`config.mk`:
```
export PLATFORM = sky130hd
export DESIGN_NAME = fifo_wr_arbiter
export DESIGN_NICKNAME = d
export VERILOG_FILES = /design/src/rtl/fifo_arb_pkg.sv /design/src/rtl/fifo_wr_arbiter_rr_pick.sv /design/src/rtl/fifo_wr_arbiter.sv
export SDC_FILE = /design/constraint.sdc
export NUM_CORES = 1
export LEC_CHECK = 0
export ABC_CLOCK_PERIOD_IN_PS = 4500
export CORE_MARGIN = 3
export CORE_UTILIZATION = 35
export DETAILED_ROUTE_END_ITERATION = 8
export GPL_ROUTABILITY_DRIVEN = 0
export PLACE_DENSITY = 0.79
export SETUP_SLACK_MARGIN = 0.05
export SYNTH_ARGS = -nofsm -noshare
export SYNTH_HDL_FRONTEND = slang
export SYNTH_SLANG_ARGS = --single-unit
```
`constraint.sdc`:
```
create_clock -name clk -period 4.5 [get_ports clk]
set_clock_uncertainty 0.1 [all_clocks]
set_input_delay 0.45 -clock clk [delete_from_list [all_inputs] [get_ports clk]]
set_output_delay 0.45 -clock clk [all_outputs]
set_load 0.05 [all_outputs]
```
`src/rtl/fifo_arb_pkg.sv`:
```
// fifo_arb_pkg: FSM state type, default parameters and one-hot index helper for fifo_wr_arbiter
package fifo_arb_pkg;

    typedef enum logic [1:0] {
        IDLE  = 2'd0,
        ARB   = 2'd1,
        STALL = 2'd2
    } arb_state_e;

    localparam int DEF_NUM_REQ    = 4;
    localparam int DEF_DATA_WIDTH = 32;
    localparam int DEF_FIFO_DEPTH = 8;

    function automatic logic [2:0] oh2idx(input logic [7:0] oh);
        oh2idx = '0;
        for (int i = 0; i < 8; i++)
            if (oh[i]) oh2idx = 3'(i);
    endfunction

endpackage

```
`src/rtl/fifo_wr_arbiter_rr_pick.sv`:
```
// rr_pick: one-hot pick of the first asserted request after last_gnt, wrapping modulo NUM_REQ
module rr_pick #(
    parameter int  NUM_REQ = 4,
    localparam int LW      = $clog2(NUM_REQ)
) (
    input  logic [NUM_REQ-1:0] req,
    input  logic [LW-1:0]      last_gnt,
    output logic [NUM_REQ-1:0] gnt
);

    logic [LW-1:0] idx;

    always_comb begin
        gnt = '0;
        idx = '0;
        for (int k = NUM_REQ; k >= 1; k--) begin
            idx = LW'((int'(last_gnt) + k) % NUM_REQ);
            gnt = req[idx] ? NUM_REQ'(1) << idx : gnt;
        end
    end

endmodule

```
`src/rtl/fifo_wr_arbiter.sv`:
```
// fifo_wr_arbiter: round-robin FIFO write arbiter with credit tracking; FIFO_WR_ARB_GRANT_CNT_EN adds grant_cnt
module fifo_wr_arbiter
    import fifo_arb_pkg::*;
#(
    parameter int  NUM_REQ    = DEF_NUM_REQ,
    parameter int  DATA_WIDTH = DEF_DATA_WIDTH,
    parameter int  FIFO_DEPTH = DEF_FIFO_DEPTH,
    localparam int CW         = $clog2(FIFO_DEPTH + 1),
    localparam int LW         = $clog2(NUM_REQ)
) (
    input  logic                          clk,
    input  logic                          rst_n,
    input  logic [NUM_REQ-1:0]            req,
    input  logic [NUM_REQ*DATA_WIDTH-1:0] req_data,
    output logic [NUM_REQ-1:0]            gnt,
    output logic                          fifo_cs,
    output logic                          fifo_wr_en,
    output logic [DATA_WIDTH-1:0]         fifo_data_in,
    input  logic                          fifo_rd_en,
    input  logic                          fifo_empty,
    input  logic                          fifo_full,
    output logic [CW-1:0]                 credits,
`ifdef FIFO_WR_ARB_GRANT_CNT_EN
    output logic [15:0]                   grant_cnt,
`endif
    output logic                          ovf_err
);

    arb_state_e            state_q, state_d;
    logic [LW-1:0]         last_q, last_d;
    logic [CW-1:0]         credits_q, credits_d;
    logic                  wr_en_q, wr_en_d;
    logic [DATA_WIDTH-1:0] data_q, data_d;
    logic                  cs_q;
    logic                  ovf_q, ovf_d;
    logic [NUM_REQ-1:0]    pick;
    logic                  xfer, rd_acc, rd_eff;

    rr_pick #(.NUM_REQ(NUM_REQ)) u_pick (
        .req      (req),
        .last_gnt (last_q),
        .gnt      (pick)
    );

    always_comb begin
        rd_acc    = fifo_rd_en && !fifo_empty;
        rd_eff    = rd_acc && credits_q != CW'(FIFO_DEPTH);
        gnt       = (rst_n && state_q == ARB && credits_q != '0) ? pick : '0;
        xfer      = |gnt;
        credits_d = credits_q - CW'(xfer) + CW'(rd_eff);
        last_d    = xfer ? LW'(oh2idx(8'(gnt))) : last_q;
        wr_en_d   = xfer;
        data_d    = xfer ? req_data[last_d*DATA_WIDTH +: DATA_WIDTH] : data_q;
        ovf_d     = ovf_q || (wr_en_q && fifo_full && !rd_acc);
        state_d   = state_q;
        unique case (state_q)
            IDLE:    state_d = |req ? (credits_q == '0 ? STALL : ARB) : IDLE;
            ARB:     state_d = credits_d == '0 ? STALL : (|req ? ARB : IDLE);
            STALL:   state_d = credits_q != '0 ? ARB : STALL;
            default: state_d = IDLE;
        endcase
    end

`ifdef FIFO_WR_ARB_GRANT_CNT_EN
    logic [15:0] cnt_q, cnt_d;

    always_comb cnt_d = (xfer && cnt_q != 16'hFFFF) ? cnt_q + 16'd1 : cnt_q;

    always_ff @(posedge clk)
        cnt_q <= !rst_n ? '0 : cnt_d;

    assign grant_cnt = cnt_q;
`endif

    always_ff @(posedge clk) begin
        if (!rst_n) begin
            state_q   <= IDLE;
            last_q    <= LW'(NUM_REQ - 1);
            credits_q <= CW'(FIFO_DEPTH);
            wr_en_q   <= 1'b0;
            data_q    <= '0;
            cs_q      <= 1'b0;
            ovf_q     <= 1'b0;
        end else begin
            state_q   <= state_d;
            last_q    <= last_d;
            credits_q <= credits_d;
            wr_en_q   <= wr_en_d;
            data_q    <= data_d;
            cs_q      <= 1'b1;
            ovf_q     <= ovf_d;
        end
    end

    assign fifo_cs      = cs_q;
    assign fifo_wr_en   = wr_en_q;
    assign fifo_data_in = data_q;
    assign credits      = credits_q;
    assign ovf_err      = ovf_q;

endmodule
```
==> reports/metrics.cfg, run 1 <==
[layout]
seqCellArea_um2=870
final_cells=637
nNetsFinal=682
diodes=0
multi_input_area_mm2=0.00203
fillCellCount=717
area_growth_pct=67.7
mostFrequentLayoutCells=175 x clkdlybuf4s50_1, 42 x nor2_1, 40 x dfxtp_1
final_common_cell=clkdlybuf4s50_1
drive_gt1_share_pct=9.96

[yosys]
yosys.area_share.simple_pct=26.4
synth_compound_area_share_pct=27.2
syn_avg_cell_area_um2=8.28
syn_inst=365
synth.distinct_cells=40
synth_top_family_by_area=compound AO/OA/AOI/OAI gates
synth_fa_ha_area_share_pct=6.05
synth_seq_area_share_pct=28.5
synth_top_cell_by_area=dfxtp_1
synth_ff_type=dfxtp_1
syn_nets=516
synthMuxAreaShare_pct=4.31
synth_area_mm2=0.00302
ys_ff_latch=43
synth-edff-count=0
synthTopCellsByArea=dfxtp_1 28%, o221a_1 11%, o311ai_0 8.4%
synth_xor_area_share_pct=0.580
synth-async-reset-ratio_pct=0
yosys_warnings=0
synth.top_cell.area_share_pct=28.5

[status]
outcome=finished clean

[global_route]
grt-ovfl-total=0
grt_use_total_pct=21.5
grt_pass1_wl_mm=17.3
grt_start_max_net_pins=69
antenna_found_initial=0
grt_pass1_vias=3473

[die]
die_width_um=98.9
core_mm2=0.00830
die_area_mm2=0.00978
chipHeight_um=98.9
start_util_pct=36.4
io_pins=180
core.rowCount=33

[timing]
worst_pin_slew_ns=0.642
fin_setup_tns_ns=0
post-route-period-util_pct=95.1
final-hold-violation-count=0
rsz0062_at_grt=no
fin_crit_ns=4.28
slew_viol_final=0
fmax_mhz=234
relSlewSlack_pct=57.2
setup_violations=0

[cts]
cts_inserted_buffers=5
ctsHoldBuffers=0
tritoncts=built
path_clk_slew_ns=0.09
cts_max_level=2
cts.sinks=43
clockBufferDepth=2
clk_latency_ns=0.30
root_buffer=clkbuf_8

[hold_path]
min_path_type=reg -> reg
whs_endpoint=ovf_err
min_from=ovf_err
min_path_cells=2

[critical_path]
cp-start-kind=input port
crit_type=in -> reg
crit_top_cell=nor2_1
rr_endpoint=state_q[0]
worstPathMaxFanout=7
worstPathRequired_ns=4.59
crit_path_cell_trace=clkdlybuf4s50_1, mux4_2, nor2b_1, a221o_1, a32oi_4, inv_4, or4_4, ha_4, inv_1, ha_2, inv_2, fa_2, xor2_2, and4b_1, nor2_1, a21oi_1, nor2_1
r2r-start=last_q[1]
reg2reg_depth=17
max_stage_delay_ns=0.56
cpMaxStageDelayCell=or4_4
end_kind=flip-flop
critical_path.top_delay_family=simple AND/OR/NAND/NOR gates
worst-path-buf-inv=4
reg2reg_slack_ns=0.25
arrival_ns=4.38

[route]
wl_per_cell_um=17.6
via_per_inst=5.57
drt-total-wl_mm=11.2
vias=3547
drtAntennaViolNets=0
firstDrtPassIters=4
drt_iter0_markers=127
drc=0

[power_and_ir_drop]
vdd_ir_drop_max_uv=245
p_per_area_mw_per_mm2=607
p_leak_nw=1.90

[place]
numPlacedInstances=626
hpwlAfterDp_mm=8.14
io_buffer_count=179

[run]
drv_cap=0

power breakdown:
part,total [mW],switching [mW],internal (mW)
sequential,0.641,0.0940,0.547
clock,0.257,0.146,0.111
combinational,2.18,1.22,0.958
per-stage QoR:
stage | worst slack (ns) | total power, mW | area [um^2] | hold WS [ns] | util, %
2_1_floorplan | 0.0506 | 2.18 | 3080 | 0.378 | -
3_5_place_dp | -0.105 | 2.79 | 4940 | 0.384 | 59.5
5_1_grt | 0.0370 | 3.27 | 5070 | 0.426 | 61.0
3_3_place_gp | 0.0732 | 2.73 | 4940 | 0.362 | 59.5
6_report | 0.219 | 3.07 | 5070 | 0.398 | 61.0
4_1_cts | 0.152 | 3.06 | 5030 | 0.405 | 60.6
worst min-delay path, stage by stage, from the launching register on:
cell     delay, ns
dfxtp_1       0.35
a31oi_1       0.05
nor2_1        0.07
cells by family (layout without fill, tap and decap cells):
group,Yosys count,after routing
AOI/OAI and AO/OA,86,86
and+or+nand+nor,165,165
adders and majority gates,14,14
muxes,8,8
xor gates and xnor gates,2,2
buffers and inverters,47,214
DFF,43,43
area by class of cell:
| class | instances | share of cell area [%] |
|---|---|---|
| clock buffers | 5 | 1.36 |
| well taps | 105 | 2.59 |
| clock inverters | 3 | 0.469 |
| inverters | 14 | 1.14 |
| multi-input cells | 275 | 40.1 |
| repair buffers | 192 | 37.2 |
| flip-flops and latches | 43 | 17.2 |
how the worst max path moves through the flow:
stage / start / to / slack (ns) / depth (start not counted)
after floorplan: last_q[0] / state_q[0] / 0.05 / 20
after global placement: req[2] / state_q[0] / 0.07 / 17
after detailed placement: req[2] / state_q[0] / -0.11 / 17
after CTS: last_q[1] / state_q[0] / 0.15 / 17
after global routing: req[1] / state_q[0] / 0.04 / 17
final: req[0] / state_q[0] / 0.22 / 17
flip-flops by register name, summed over array words and instances (netlist names):
name / cells
fifo_cs: 1
credits: 4
state_q: 2
fifo_wr_en: 1
fifo_data_in: 32
ovf_err: 1
last_q: 2
repair_timing:
action,4_1_cts,5_1_grt
endpoints found under the hold margin,0,0
endpoints found under the setup margin,0,2
resized for setup,0,4
buffers inserted,0,3
metal layers:
metal | global-route usage, % | up-vias | wire (um)
met5 | 0 | - | 0
met3 | 3.96 | 18 | 835
met2 | 38.7 | 164 | 5590
met1 | 25.7 | 1673 | 4610
li1 | - | 1692 | -
met4 | 6.83 | 0 | 193
synthesized netlist by cell type (5+ instances only):
cell      count
nor2_1       42
ha_1         13
o221a_1      29
nand2_1      38
a21oi_1       5
nand2b_1      6
o311ai_0     29
inv_1        12
clkbuf_1     24
nor3_1       33
and2_1       34
dfxtp_1      43
(Power assumes the default switching activity.)
==> run 2, diff against run 1 <==
--- a/config.mk
+++ b/config.mk
@@ -6,7 +6,6 @@
 export NUM_CORES = 1
 export LEC_CHECK = 0
 export ABC_CLOCK_PERIOD_IN_PS = 4500
-export CORE_MARGIN = 3
 export CORE_UTILIZATION = 35
 export DETAILED_ROUTE_END_ITERATION = 8
 export GPL_ROUTABILITY_DRIVEN = 0
==> run 2 against run 1 <==
Compared with the run above:
- cell area about the same
- final cell count is the same
- highest routed layer unchanged
- critical path type is now reg -> reg
- clock-buffer cell count up 1
- non-clock buffer count is the same
- sequential power barely moved
==> reports/metrics.cfg, run 2 (synthesis gave the netlist of run 1 again) <==
[critical_path]
worstPathMaxFanout=10
max_stage_delay_ns=0.56
worstPathRequired_ns=4.58
end_kind=flip-flop
crit_type=reg -> reg
reg2reg_slack_ns=0.24
cpMaxStageDelayCell=mux4_2
crit_path_cell_trace=inv_2, ha_4, mux4_2, and2_2, a32oi_4, inv_4, or4_4, ha_4, inv_1, ha_2, inv_2, fa_2, xor2_2, and4b_1, nor2_1, a21oi_1, nor2_1
worst-path-buf-inv=4
arrival_ns=4.34
cp-start-kind=flip-flop
critical_path.top_delay_family=simple AND/OR/NAND/NOR gates

[timing]
worst_pin_slew_ns=0.663
rsz0062_at_grt=no
fin_crit_ns=4.26
post-route-period-util_pct=94.7
slew_viol_final=0
whs_ns=0.389
relSlewSlack_pct=55.8
final-hold-violation-count=0
worst_slack_ns=0.238
setup_violations=0
fmax_mhz=235

[cts]
cts.sinks=43
path_clk_slew_ns=0.09
clk_latency_ns=0.29
root_buffer=clkbuf_8
cts_inserted_buffers=5
tritoncts=built
cts_max_level=2
clockBufferDepth=2

[layout]
largest_register_ffs=32
final_util_pct=61.0
design_area_mm2=0.00506
area_growth_pct=67.6
fillCellCount=719
drive_gt1_share_pct=9.77
mostFrequentLayoutCells=172 x clkdlybuf4s50_1, 42 x nor2_1, 40 x dfxtp_1
diodes=0
nNetsFinal=682
final_common_cell=clkdlybuf4s50_1

[die]
die_width_um=94.9
chipHeight_um=94.9
core.rowCount=33
io_pins=180
core_mm2=0.00830
die_area_mm2=0.00901
start_util_pct=36.4

[global_route]
grt_use_total_pct=23.4
grt_pass1_vias=3339
grt_start_max_net_pins=69
antenna_found_initial=0
grt_pass1_wl_mm=16.4
grt-ovfl-total=0

[run]
drv_cap=0

[place]
dp_slack_ns=-0.109
hpwlAfterDp_mm=7.94
io_buffer_count=179
placed_area_mm2=0.00493

[route]
drtAntennaViolNets=0
via_per_inst=5.57
drc=0
firstDrtPassIters=5
wl_per_cell_um=17.5
drt_iter0_markers=149
drt-total-wl_mm=11.2
vias=3545

[power_and_ir_drop]
p_per_area_mw_per_mm2=608
p_leak_nw=1.93
vdd_ir_drop_max_uv=268

[hold_path]
min_path_type=reg -> reg

[status]
outcome=finished clean

run 2: cell count changes in the layout (fill, tap and decap cells not counted), sizes merged:
cell / before / now
clkinv: 0 / 1
clkinvlp: 2 / 0
clkdlybuf4s50: 175 / 172
dlymetal6s2s: 1 / 4
clkbuf: 5 / 6
run 2: final timing paths:
check,startpoint,endpoint,depth (start not counted)
worst max-delay path,last_q[1],state_q[0],17
worst min-delay path,ovf_err,ovf_err,2
worst max register to register,last_q[1],state_q[0],17
worst min register to register,ovf_err,ovf_err,2
run 2: layout make-up:
cell class / instances / area [um^2] / area share [%]
Clock buffer: 6 / 72.6 / 1.43
Clock inverter: 2 / 11.3 / 0.222
Inverter: 14 / 57.6 / 1.14
Multi-Input combinational cell: 275 / 2030 / 40.1
Sequential cell: 43 / 870 / 17.2
Tap cell: 105 / 131 / 2.59
Timing Repair Buffer: 192 / 1890 / 37.4
run 2: where the power goes:
group          total [mW]  leakage (nW)  internal [mW]  switching [mW]
Clock               0.245        0.0455          0.109           0.136
Combinational        2.19          1.52          0.963            1.23
Sequential          0.643         0.357          0.547          0.0959
run 2: worst min-delay path: stages (launching register included):
cell,delay [ns]
dfxtp_1,0.34
a31oi_1,0.04
nor2_1,0.07
run 2: metal layers:
metal / global-route usage [%] / share of wire (%) / vias to the layer above
met5: 0 / 0 / -
met4: 6.82 / 1.8 / 0
met3: 4.99 / 7.0 / 20
met2: 43.2 / 51 / 145
met1: 26.8 / 40 / 1689
li1: - / - / 1691
run 2: stage by stage:
stage	power (mW)	std cells	setup TNS, ns
floorplan	2.18	365	0
global placement	2.72	625	0
detailed placement	2.80	625	-0.151
CTS	3.06	633	0
global route	3.27	637	0
finish	3.08	637	0
run 2: repair_timing:
action                                  in CTS  in global routing
endpoints found under the setup margin       0                  1
resized for setup                            0                  7
hold buffers                                 0                  0
setup buffers                                0                  4
==> run 3, diff against run 2 <==
--- a/config.mk
+++ b/config.mk
@@ -6,10 +6,10 @@
 export NUM_CORES = 1
 export LEC_CHECK = 0
 export ABC_CLOCK_PERIOD_IN_PS = 4500
-export CORE_UTILIZATION = 35
+export CORE_UTILIZATION = 45
 export DETAILED_ROUTE_END_ITERATION = 8
+export DONT_BUFFER_PORTS = 1
 export GPL_ROUTABILITY_DRIVEN = 0
-export PLACE_DENSITY = 0.79
 export SETUP_SLACK_MARGIN = 0.05
 export SYNTH_ARGS = -nofsm -noshare
 export SYNTH_HDL_FRONTEND = slang
==> run 3 against run 2 <==
Compared with the run above:
- the run now ends with design-rule violations left
- combinational power shrank 36%
- routed wire length shrank 26%
- final cell count shrank 32%
- non-clock buffer count shrank 175
- cell area shrank 35%
- sequential share of layout area grew 9.3 points
- sequential cell count is the same
- critical endpoint unchanged
- highest routed layer unchanged
==> reports/metrics.cfg, run 3 (synthesis gave the netlist of run 1 again) <==
[layout]
drive_gt1_share_pct=14.6
diodes=0
area_growth_pct=8.45
final_common_cell=nor2_1
design_area_mm2=0.00328
fillCellCount=615
largest_register_ffs=32
mostFrequentLayoutCells=42 x nor2_1, 40 x dfxtp_1, 38 x nand2_1
nNetsFinal=507
final_cells=434
multi_input_area_mm2=0.00202
seqCellArea_um2=867

[route]
vias=2800
drtAntennaViolNets=0
drt_iter0_markers=134
drt-total-wl_mm=8.30
firstDrtPassIters=6
via_per_inst=6.45
wl_per_cell_um=19.1
drc=28

[power_and_ir_drop]
p_sw_mw=1.36
p_leak_nw=1.23
vdd_ir_drop_max_uv=359
p_sw_share_pct=50.1
p_per_area_mw_per_mm2=825
seqPwrFrac_pct=37.9
p_int_mw=1.35
finalPower_mw=2.70
p_clk_share_pct=10.4
combinationalPowerShare_pct=51.7

[place]
numPlacedInstances=423
io_buffer_count=0
hpwlAfterDp_mm=5.71
placed_area_mm2=0.00315

[cts]
clockBufferDepth=2
cts.sinks=43
path_clk_slew_ns=0.09
root_buffer=clkbuf_8
tritoncts=built
ctsHoldBuffers=0
cts_inserted_buffers=5
cts_max_level=2
clk_latency_ns=0.30

[die]
die_width_um=83.9
io_pins=180
core_mm2=0.00642
start_util_pct=47.0
chipHeight_um=83.9
core.rowCount=29
die_area_mm2=0.00705

[timing]
final-hold-violation-count=0
relSlewSlack_pct=55.9
fin_crit_ns=4.18
post-route-period-util_pct=92.9
whs_ns=0.0753
rsz0062_at_grt=no
setup_violations=0
slew_viol_final=0
worst_pin_slew_ns=0.654
fin_setup_tns_ns=0
fmax_mhz=239

[global_route]
antenna_found_initial=0
grt_pass1_wl_mm=13.0
grt_pass1_vias=2748
grt-ovfl-total=0
grt_use_total_pct=23.2
grt_start_max_net_pins=69

[status]
violations=design-rule violations
outcome=finished with violations

[run]
drv_cap=0

[hold_path]
min_path_type=in -> reg

[critical_path]
arrival_ns=4.27
crit_type=reg -> reg
worstPathMaxFanout=8
worstPathRequired_ns=4.59
end_kind=flip-flop
cp-start-kind=flip-flop
reg2reg_slack_ns=0.32

-- run 3: worst paths after layout --
kind,end,from,cells after the start
hold / removal,fifo_cs,rst_n,0
setup reg to reg,state_q[0],last_q[0],17
setup / recovery,state_q[0],last_q[0],17
hold reg to reg,state_q[0],state_q[0],3
-- run 3: per-stage QoR --
step                      setup WS (ns)  utilization, %
after floorplan                  0.0506               -
after global placement            0.380            49.1
after detailed placement          0.250            49.1
after CTS                         0.223            50.7
after global routing             0.0931            51.0
final                             0.321            51.0
-- run 3: what timing repair did --
item                                    4_1_cts  5_1_grt
endpoints found under the setup margin        0        1
gates resized for setup                       0        0
setup buffers                                 0        3
endpoints found under the hold margin         0        0
-- run 3: final cells by class --
| cell class | count | area share, % |
|---|---|---|
| timing repair buffer | 17 | 4.01 |
| sequential | 43 | 26.5 |
| inverter | 14 | 1.76 |
| clock buffer | 7 | 2.94 |
| tap | 77 | 2.94 |
| clock inverter | 1 | 0.191 |
| multi-input combinational | 275 | 61.7 |
-- run 3: power groups by stage --
| stage | clock network [mW] | registers (mW) | logic, mW |
|---|---|---|---|
| CTS | 0.291 | 1.04 | 1.38 |
| detailed placement | 0 | 1.05 | 1.37 |
| floorplan | 0 | 1.05 | 1.13 |
| global route | 0.306 | 1.04 | 1.55 |
| global placement | 0 | 1.05 | 1.34 |
| finish | 0.282 | 1.03 | 1.40 |
-- run 3: per-layer routing --
| layer | vias up | global-route usage, % | wire length [um] |
|---|---|---|---|
| li1 | 1336 | - | - |
| met1 | 1309 | 25.7 | 3410 |
| met2 | 140 | 42.8 | 4050 |
| met3 | 15 | 5.84 | 692 |
| met4 | 0 | 7.52 | 149 |
| met5 | - | 0 | 0 |
-- run 3: worst max-delay path, cell delays in order, from the launching register on --
cell and delay, ns:
dfxtp_4 0.41, inv_4 0.06, ha_4 0.29, mux4_2 0.56
and2_1 0.28, a32oi_4 0.24, inv_4 0.04, or4_4 0.55
ha_4 0.25, inv_1 0.05, ha_2 0.17, inv_2 0.04
fa_2 0.34, xor2_1 0.21, and4b_1 0.25, nor2_1 0.06
a21oi_1 0.12, nor2_1 0.05
